--- config.mk ---
export PLATFORM = sky130hd
export DESIGN_NAME = stack_seq
export DESIGN_NICKNAME = d
export VERILOG_FILES = /design/src/rtl/stack_seq.sv
export SDC_FILE = /design/constraint.sdc
export NUM_CORES = 1
export LEC_CHECK = 0
export ABC_CLOCK_PERIOD_IN_PS = 2400
export CAP_MARGIN = 20
export CELL_PAD_IN_SITES_DETAIL_PLACEMENT = 0
export CELL_PAD_IN_SITES_GLOBAL_PLACEMENT = 1
export CORE_MARGIN = 3
export CORE_UTILIZATION = 31
export DETAILED_ROUTE_END_ITERATION = 8
export PLACE_DENSITY = 0.76
export SLEW_MARGIN = 20
export SYNTH_ARGS = -nofsm -noshare
export SYNTH_HDL_FRONTEND = slang
export SYNTH_SLANG_ARGS = --single-unit
--- constraint.sdc ---
create_clock -name clk -period 2.4 [get_ports clk]
set_input_delay 0.48 -clock clk [delete_from_list [all_inputs] [get_ports clk]]
set_output_delay 0.48 -clock clk [all_outputs]
set_load 0.05 [all_outputs]
--- src/rtl/stack_seq.sv ---
// stack_seq: sequences PUSH/POP/PEEK memory accesses and issues SP increment/decrement pulses
module stack_seq #(
    parameter logic [15:0] STACK_EMPTY = 16'hFFFF,
    parameter logic [15:0] STACK_LIMIT = 16'hFF00
) (
    input  logic        clk,
    input  logic        rst,
    input  logic [15:0] sp_val,
    input  logic        op_valid,
    output logic        op_ready,
    input  logic [1:0]  op,
    input  logic [15:0] wdata,
    output logic [15:0] rdata,
    output logic        rdata_valid,
    output logic        err,
    output logic        sp_inc,
    output logic        sp_dec,
    output logic        mem_req,
    output logic        mem_we,
    output logic [15:0] mem_addr,
    output logic [15:0] mem_wdata,
    input  logic        mem_ack
);
    typedef enum logic [1:0] {IDLE, MEM, UPD, ERR} state_t;
    state_t state, state_nx;
    logic [1:0] kind;
    logic accept, bad;
    // next state, bound check and state-decoded outputs; kind 2'b1x behaves as PEEK
    always_comb begin
        accept = op_valid && state == IDLE;
        bad = op == 2'b00 ? sp_val < STACK_LIMIT : sp_val == STACK_EMPTY;
        op_ready = state == IDLE;
        mem_req = state == MEM;
        err = state == ERR;
        sp_dec = state == UPD && kind == 2'b00;
        sp_inc = state == UPD && kind == 2'b01;
        rdata_valid = state == UPD && kind != 2'b00;
        state_nx = state == IDLE ? (op_valid ? (bad ? ERR : MEM) : IDLE) :
                   state == MEM  ? (mem_ack ? UPD : MEM) : IDLE;
    end
    // state register
    always_ff @(posedge clk) begin
        if (rst) state <= IDLE;
        else state <= state_nx;
    end
    // request capture at accept and read data capture on the read ack (read data shares the wdata port)
    always_ff @(posedge clk) begin
        if (rst) begin
            kind <= 2'b00;
            mem_we <= 1'b0;
            mem_addr <= 16'h0;
            mem_wdata <= 16'h0;
            rdata <= 16'h0;
        end else begin
            if (accept && !bad) begin
                kind <= op;
                mem_we <= op == 2'b00;
                mem_addr <= op == 2'b00 ? sp_val : sp_val + 16'd1;
                if (op == 2'b00) mem_wdata <= wdata;
            end
            if (state == MEM && mem_ack && !mem_we) rdata <= wdata;
        end
    end
endmodule
### After elaboration in Yosys (flattened, before gate mapping)

Index checks and enable logic that the tools add are counted.

| storage, ports and cells | value |
|---|---|
| register bits | 53 |
| output and inout bits | 55 |

| cells by class | value |
|---|---|
| equality and inequality tests | 5 |
| order comparisons | 1 |
| reduce and logical (&&, ||, !) cells | 14 |
| muxes and demuxes | 7 |
| add/sub/neg operators | 1 |

Operators with widths:

| operator | count |
|---|---|
| $add 16x1->16 const B | 1 |
| $eq 16x16->1 const B | 1 |
| $lt 16x16->1 const B | 1 |
| $mux 16 | 1 |
| $mux 2 | 5 |
| $logic_and 1x1->1 | 7 |
| $logic_not 2->1 | 3 |
| $eq 2x1->1 const B | 2 |
| $eq 2x2->1 const B | 2 |
| $logic_not 1->1 | 2 |
| $reduce_and 2->1 | 1 |
| $reduce_bool 2->1 | 1 |
| $mux 1 | 1 |

### Depth between registers and ports, before layout

Gate-level depths: netlist of run 1.

| logic depth | value |
|---|---|
| word-level depth | 5 |
| depth in mapped cells | 7 |

### Worst setup path after synthesis of run 1

No wires, ideal clock.

| timing path | value |
|---|---|
| path type | register -> output |
| from | register kind[1] |
| to | output sp_dec |
| required time | 1.920 ns |
| buffers on the path | 0 |
| data arrival time | 1.988 ns |
| slack | -0.068 ns |
| stages on the path, launching flop included | 2 |
| cells stage by stage | dfxtp_1 > nor4b_1 |

| on the way | value |
|---|---|
| cells in the longest elaborated chain, start to end | 2 |

Ends and longest elaborated chain:

| item | RTL line | source |
|---|---|---|
| start: declaration | 26 | `logic [1:0] kind;` |
| start signal: assignment | 56 | `kind <= op;` |
| $logic_not 2->1 | 35 | `sp_dec = state == UPD && kind == 2'b00;` |
| $logic_and 1x1->1 | 35 |  |
| end: declaration | 17 | `output logic sp_dec,` |

Every way passes these cells.

### Worst setup path after layout of run 1

Ends and elaborated chain as after synthesis.

==> impl_results.md, run 1 <==
- Buffers inserted by post-CTS timing repair: 0
- Die ar.: 0.008483 mm²
- Dpl cells: 443
- EDFF count, synth: 0
- Crit. Startpoint: kind[1]$_SDFFE_PP0P_
- Post-Route M1 WL: 2.784 mm
- Cell taking the most area after synthesis: dfxtp_1
- Core ar.: 0.006982 mm²
- # nets final: 393
- Clock Tree Root: clkbuf_8
- Sum Neg Setup Slack: 0 ns
- Die Y: 92.11 µm
- Initial core utilization: 0.3292
- Layout area overhead: 53.57%
- RePlAce Congestion: 0.8505
- Final Util: 0.5056
- Final slew viol count: 0
- Vias in the first global route: 1965
- Leak: 1.284 nW
- Ports: 93
- Routed length on met3: 256 µm
- Initial antenna violation count: 0
- Share of the synthesized area in the top cell type: 0.4616
- Crit. End Element: output pin
- Kind of critical path: register to output pin
- Clock sinks: 53
- Syn Nets: 290
- Post-synth design cell area: 0.002298 mm²
- Synth cell count leaders: dfxtp_1 (53), nand2_1 (41), nor2_1 (41), a21oi_1 (20), mux2i_1 (19)
- Layout Skew: 0.004333 ns
- Share of layout cells above drive strength 1: 0.1296
- Clk Latency, worst-skew pair: 0.30 ns
- Synth Flop Type: dfxtp_1
- Final setup viols: 0
- Clock Path Buffers: 2
- Hold Fails Final Rpt: 0
- H-tree levels: 2
- TritonCTS clock tree: yes
- CTS buffer count: 5
- Outcome: finished, final reports clean
- DIE WIDTH: 92.11 µm
- Tmin final: 2.264 ns
- Max-cap check violation count: 0
- Final antenna-violating net count: 0
- Crit-path max cell delay: 0.85 ns
- Synthesis warning total: 0
- Num rows: 30
- DR iter-0 viols: 66
- Vias per cell: 4.592
- Total GRT Usage: 0.1452
- Residual DRC: 0
- FF+latch count, synth: 53
- First-pass GRT wire length: 9.915 mm
- Filler cell count: 695
- Clock Pin Slew Worst Setup and Hold Paths: 0.09 ns
- Worst Max-Slew Pin Slew: 0.5607 ns
- Drt wl/cell: 13.59 µm
- Period utilisation layout: 0.9432
- Hold crit path type: register to register
- Vias: 2071
- Hold path start: rdata[6]$_SDFFE_PP0P_
- Worst path arrival time: 1.78 ns
- Total gr overflow: 0
- DRT Pass-1 Iters: 4
- Worst IR Drop VDD: 0.0002582 V
- CP max stage cell: clkdlybuf4s50_1
- Required @ worst endpoint: 1.92 ns
- Finished Layout Cells: 451
- CTS resizes: 0
- Synth cell types: 34
- Pwr Density: 572.8 mW/mm²
- DR top layer: met4
- Max frequency: 0.4417 GHz
- Post-detailed-routing wire length: 6.131 mm
- Unrepaired setup endpoints after global routing: no
- Syn avg cell area: 9.157 µm²
- Ant. Diodes: 0
- Crit-path max FO: 4
- Startpoint Class: register
- Reg-to-Reg Start: state[0]$_SDFF_PP0_
- CP cell instances: nor4b_2, clkdlybuf4s50_1
- Largest net degree at the start of global routing: 32
- Most common cell in the netlist: dfxtp_1
- Final HPWL DP: 4.518 mm
- IO Port Bufs: 92
- Routed wl met2: 2.981 mm
- # hold bufs at CTS: 0
- Slew HR: 0.6250
- Main area contributors after synthesis: dfxtp_1 (46%), mux2i_1 (8.3%), a211oi_2 (7.6%), nand2_1 (6.7%), nor2_1 (6.7%)
- FFs w/ async S/R, synth: 0
- Cells after Synth: 251
- Sequential area share after synthesis: 0.4616
[cell families (layout without fill, tap and decap cells)]
logic type	after synthesis	count (layout)	synth area share
and+or+nand+nor	110	110	0.2183
DFF	53	53	0.4616
AOI/OAI and AO/OA	39	39	0.1426
muxes	19	19	0.08274
xor gates and xnor gates	15	15	0.05716
buffers and inverters	14	118	0.03212
adders and majority gates	1	1	0.005443
[path summary, 6_finish.rpt]
check             cells past startpoint                    end  slack [ns]
setup / recovery                      2                 sp_dec        0.14
hold / removal                        2  rdata[6]$_SDFFE_PP0P_        0.46
setup reg to reg                      5  rdata[7]$_SDFFE_PP0P_        0.81
hold reg to reg                       2  rdata[6]$_SDFFE_PP0P_        0.46
[metal layers]
metal / vias up / global-route usage
li1: 1059 / -
met1: 959 / 0.1872
met2: 47 / 0.2391
met3: 6 / 0.03610
met4: 0 / 0.04455
met5: - / 0
[metrics by stage]
| step | hold slack [ns] | power (mW) | cell area, µm² | worst slack [ns] |
|---|---|---|---|---|
| floorplan | 0.5193 | 1.238 | 2305 | 0.0004319 |
| global placement | 0.4421 | 1.432 | 3418 | 0.05160 |
| detailed placement | 0.4459 | 1.435 | 3418 | 0.02450 |
| CTS | 0.4602 | 2.055 | 3530 | 0.1018 |
| global route | 0.4796 | 2.112 | 3530 | 0.04150 |
| finish | 0.4560 | 2.022 | 3530 | 0.1363 |
[report_power, final]
| group | internal [mW] | total [mW] | leakage (nW) | switching (mW) |
|---|---|---|---|---|
| Clock | 0.314 | 0.609 | 0.0554 | 0.296 |
| Sequential | 0.918 | 0.942 | 0.432 | 0.0237 |
| Combinational | 0.191 | 0.471 | 0.797 | 0.279 |
[critical path: cells and delay by family (launching register included)]
kind	cells	cell delay, ns
buf+inv	1	0.85
flops	1	0.36
simple gates	1	0.28
[area by class of cell]
| type | instances | area, µm² | area share |
|---|---|---|---|
| Tap cell | 96 | 120.1 | 0.03403 |
| Clock inverter | 2 | 38.79 | 0.01099 |
| Inverter | 1 | 3.754 | 0.001063 |
| Clock buffer | 6 | 72.57 | 0.02056 |
| Multi-Input combinational cell | 184 | 1170 | 0.3314 |
| Sequential cell | 53 | 1061 | 0.3006 |
| Timing Repair Buffer | 109 | 1064 | 0.3013 |
[layout by cell type (no fill, tap or decap), types with 2 or more instances in the layout]
cell             instances
nand2_1                 41
nor3_1                   2
mux2i_1                 19
clkdlybuf4s50_1         89
dfxtp_1                 53
and4_1                   4
buf_4                   17
or2_2                    2
a21oi_1                 20
xor2_1                   6
and2_1                   4
nand4_1                  4
nor2_1                  41
xnor2_1                  9
a211oi_2                14
and3_1                   3
nand2b_1                 2
buf_12                   2
clkbuf_8                 5
[state kept, by name, indices dropped and copies added (netlist names)]
register	flops
mem_addr	16
rdata	16
mem_we	1
mem_wdata	16
kind	2
state	2
No activity file was read; power rests on OpenSTA's default activity.
==> run 2, diff against run 1 <==
--- a/config.mk
+++ b/config.mk
@@ -12,6 +12,7 @@
 export CORE_MARGIN = 3
 export CORE_UTILIZATION = 31
 export DETAILED_ROUTE_END_ITERATION = 8
+export MAX_ROUTING_LAYER = met4
 export PLACE_DENSITY = 0.76
 export SLEW_MARGIN = 20
 export SYNTH_ARGS = -nofsm -noshare
==> run 2 against run 1 <==
First-iteration DRC count grew 4.5%. Register-to-register slack is essentially flat. Die area is the same. Clock power is essentially flat. Critical path depth is the same. Flip-flop and latch count is the same. Maximum frequency shrank 0.18%. Via count grew 0.48%. Critical endpoint unchanged. Highest routed layer unchanged.
==> impl_results.md, run 2 (synthesis results as in run 1) <==
- Outcome: finished, final reports clean
- Initial antenna violation count: 0
- CP cell instances: nor4b_2, clkdlybuf4s50_1
- Clock Tree Root: clkbuf_8
- DRT Pass-1 Iters: 4
- Total gr overflow: 0
- Post-route cell area: 0.003530 mm²
- Register area: 0.001061 mm²
- H-tree levels: 2
- Worst Hold Slack: 0.4563 ns
- Finished Layout Cells: 451
- Vias in the first global route: 1965
- Die ar.: 0.008483 mm²
- Clock Path Buffers: 2
- Hold crit path type: register to register
- Die Y: 92.11 µm
- Sum Neg Setup Slack: 0 ns
- Hold path start: rdata[6]$_SDFFE_PP0P_
- DR iter-0 viols: 69
- Tmin final: 2.268 ns
- DIE WIDTH: 92.11 µm
- Largest net degree at the start of global routing: 32
- Max-cap check violation count: 0
- Hold Fails Final Rpt: 0
- Vias: 2081
- Leak: 1.284 nW
- Worst Max-Slew Pin Slew: 0.5608 ns
- Crit. End Element: output pin
- Place WS: 0.02450 ns
- Filler cell count: 695
- Slew HR: 0.6250
- Most frequent cells in the layout: clkdlybuf4s50_1 (89), dfxtp_1 (53), nor2_1 (41), nand2_1 (41), a21oi_1 (20)
- First-pass GRT wire length: 9.915 mm
- Final setup viols: 0
- Worst path arrival time: 1.79 ns
- Reg-to-Reg Start: state[0]$_SDFF_PP0_
- Final Util: 0.5056
- Layout Skew: 0.005510 ns
- Clk Latency, worst-skew pair: 0.30 ns
- Final antenna-violating net count: 0
- Startpoint Class: register
- Num rows: 30
- Clock sinks: 53
- Hold depth: 2
- Total GRT Usage: 0.1500
- Crit-path max FO: 4
- CTS resizes: 0
- Multi-input gate area: 0.001170 mm²
- Post-detailed-routing wire length: 6.140 mm
- Hold worst-path end: rdata[6]$_SDFFE_PP0P_
- RePlAce Congestion: 0.8639
- Drt wl/cell: 13.61 µm
- Pwr Density: 573.0 mW/mm²
- Share of layout cells above drive strength 1: 0.1296
- PnR Total Power: 2.023 mW
- CTS buffer count: 5
- TritonCTS clock tree: yes
- Reg2Reg Setup Slack: 0.81 ns
- Final slew viol count: 0
- Final HPWL DP: 4.518 mm
- Residual DRC: 0
- IO Port Bufs: 92
- Initial core utilization: 0.3292
- Ant. Diodes: 0
- Commonest non-fill, non-tap cell in the layout: clkdlybuf4s50_1
- Max frequency: 0.4410 GHz
- Crit-path max cell delay: 0.85 ns
- Setup ws final: 0.1322 ns
- Dpl cells: 443
- Ports: 93
- Reg2reg path depth: 5
- # nets final: 393
- CP max stage cell: clkdlybuf4s50_1
- Worst flop-to-flop path endpoint: rdata[7]$_SDFFE_PP0P_
- # hold bufs at CTS: 0
- Vias per cell: 4.614
- Unrepaired setup endpoints after global routing: no
- Clock Pin Slew Worst Setup and Hold Paths: 0.10 ns
- Required @ worst endpoint: 1.92 ns
- Kind of critical path: register to output pin
- Layout area overhead: 53.57%
- Dpl cell area: 0.003418 mm²
- Buffers inserted by post-CTS timing repair: 0
- Largest registers: mem_addr (16), mem_wdata (16), rdata (16)
- Worst IR Drop VDD: 0.0002607 V
- Period utilisation layout: 0.9449
- Core ar.: 0.006982 mm²
## run 2: routing by layer
layer	GRT usage	share of wire
met5	-	0
met4	0.04455	0.020
met3	0.03035	0.036
met2	0.2384	0.48
met1	0.1932	0.46
## run 2: area by class of cell
type,instances,share of cell area
Multi-Input combinational cell,184,0.3314
Inverter,1,0.001063
Tap cell,96,0.03403
Clock buffer,6,0.02056
Sequential cell,53,0.3006
Timing Repair Buffer,109,0.3013
Clock inverter,2,0.01099
## run 2: worst max-delay path, delay by kind of cell, from the launching register on
family	cells	cell delay, ns
buffers and inverters	1	0.85
DFF	1	0.36
and+or+nand+nor	1	0.28
## run 2: worst max path at each step
stage          slack, ns                 start  depth (start not counted)                    to
2_1_floorplan     0.0004   state[1]$_SDFF_PP0_                          1                sp_inc
3_3_place_gp        0.05             sp_val[0]                          8  kind[1]$_SDFFE_PP0P_
3_5_place_dp        0.02             sp_val[0]                          8  kind[1]$_SDFFE_PP0P_
4_1_cts             0.10   state[1]$_SDFF_PP0_                          2                sp_dec
5_1_grt             0.04  kind[1]$_SDFFE_PP0P_                          3           rdata_valid
6_report            0.13  kind[1]$_SDFFE_PP0P_                          2                sp_dec
## run 2: power by group
| part | switching, mW | internal (mW) | leakage [nW] | total [mW] |
|---|---|---|---|---|
| combinational | 0.279 | 0.191 | 0.797 | 0.471 |
| clock | 0.296 | 0.314 | 0.0554 | 0.610 |
| sequential | 0.0237 | 0.918 | 0.432 | 0.942 |
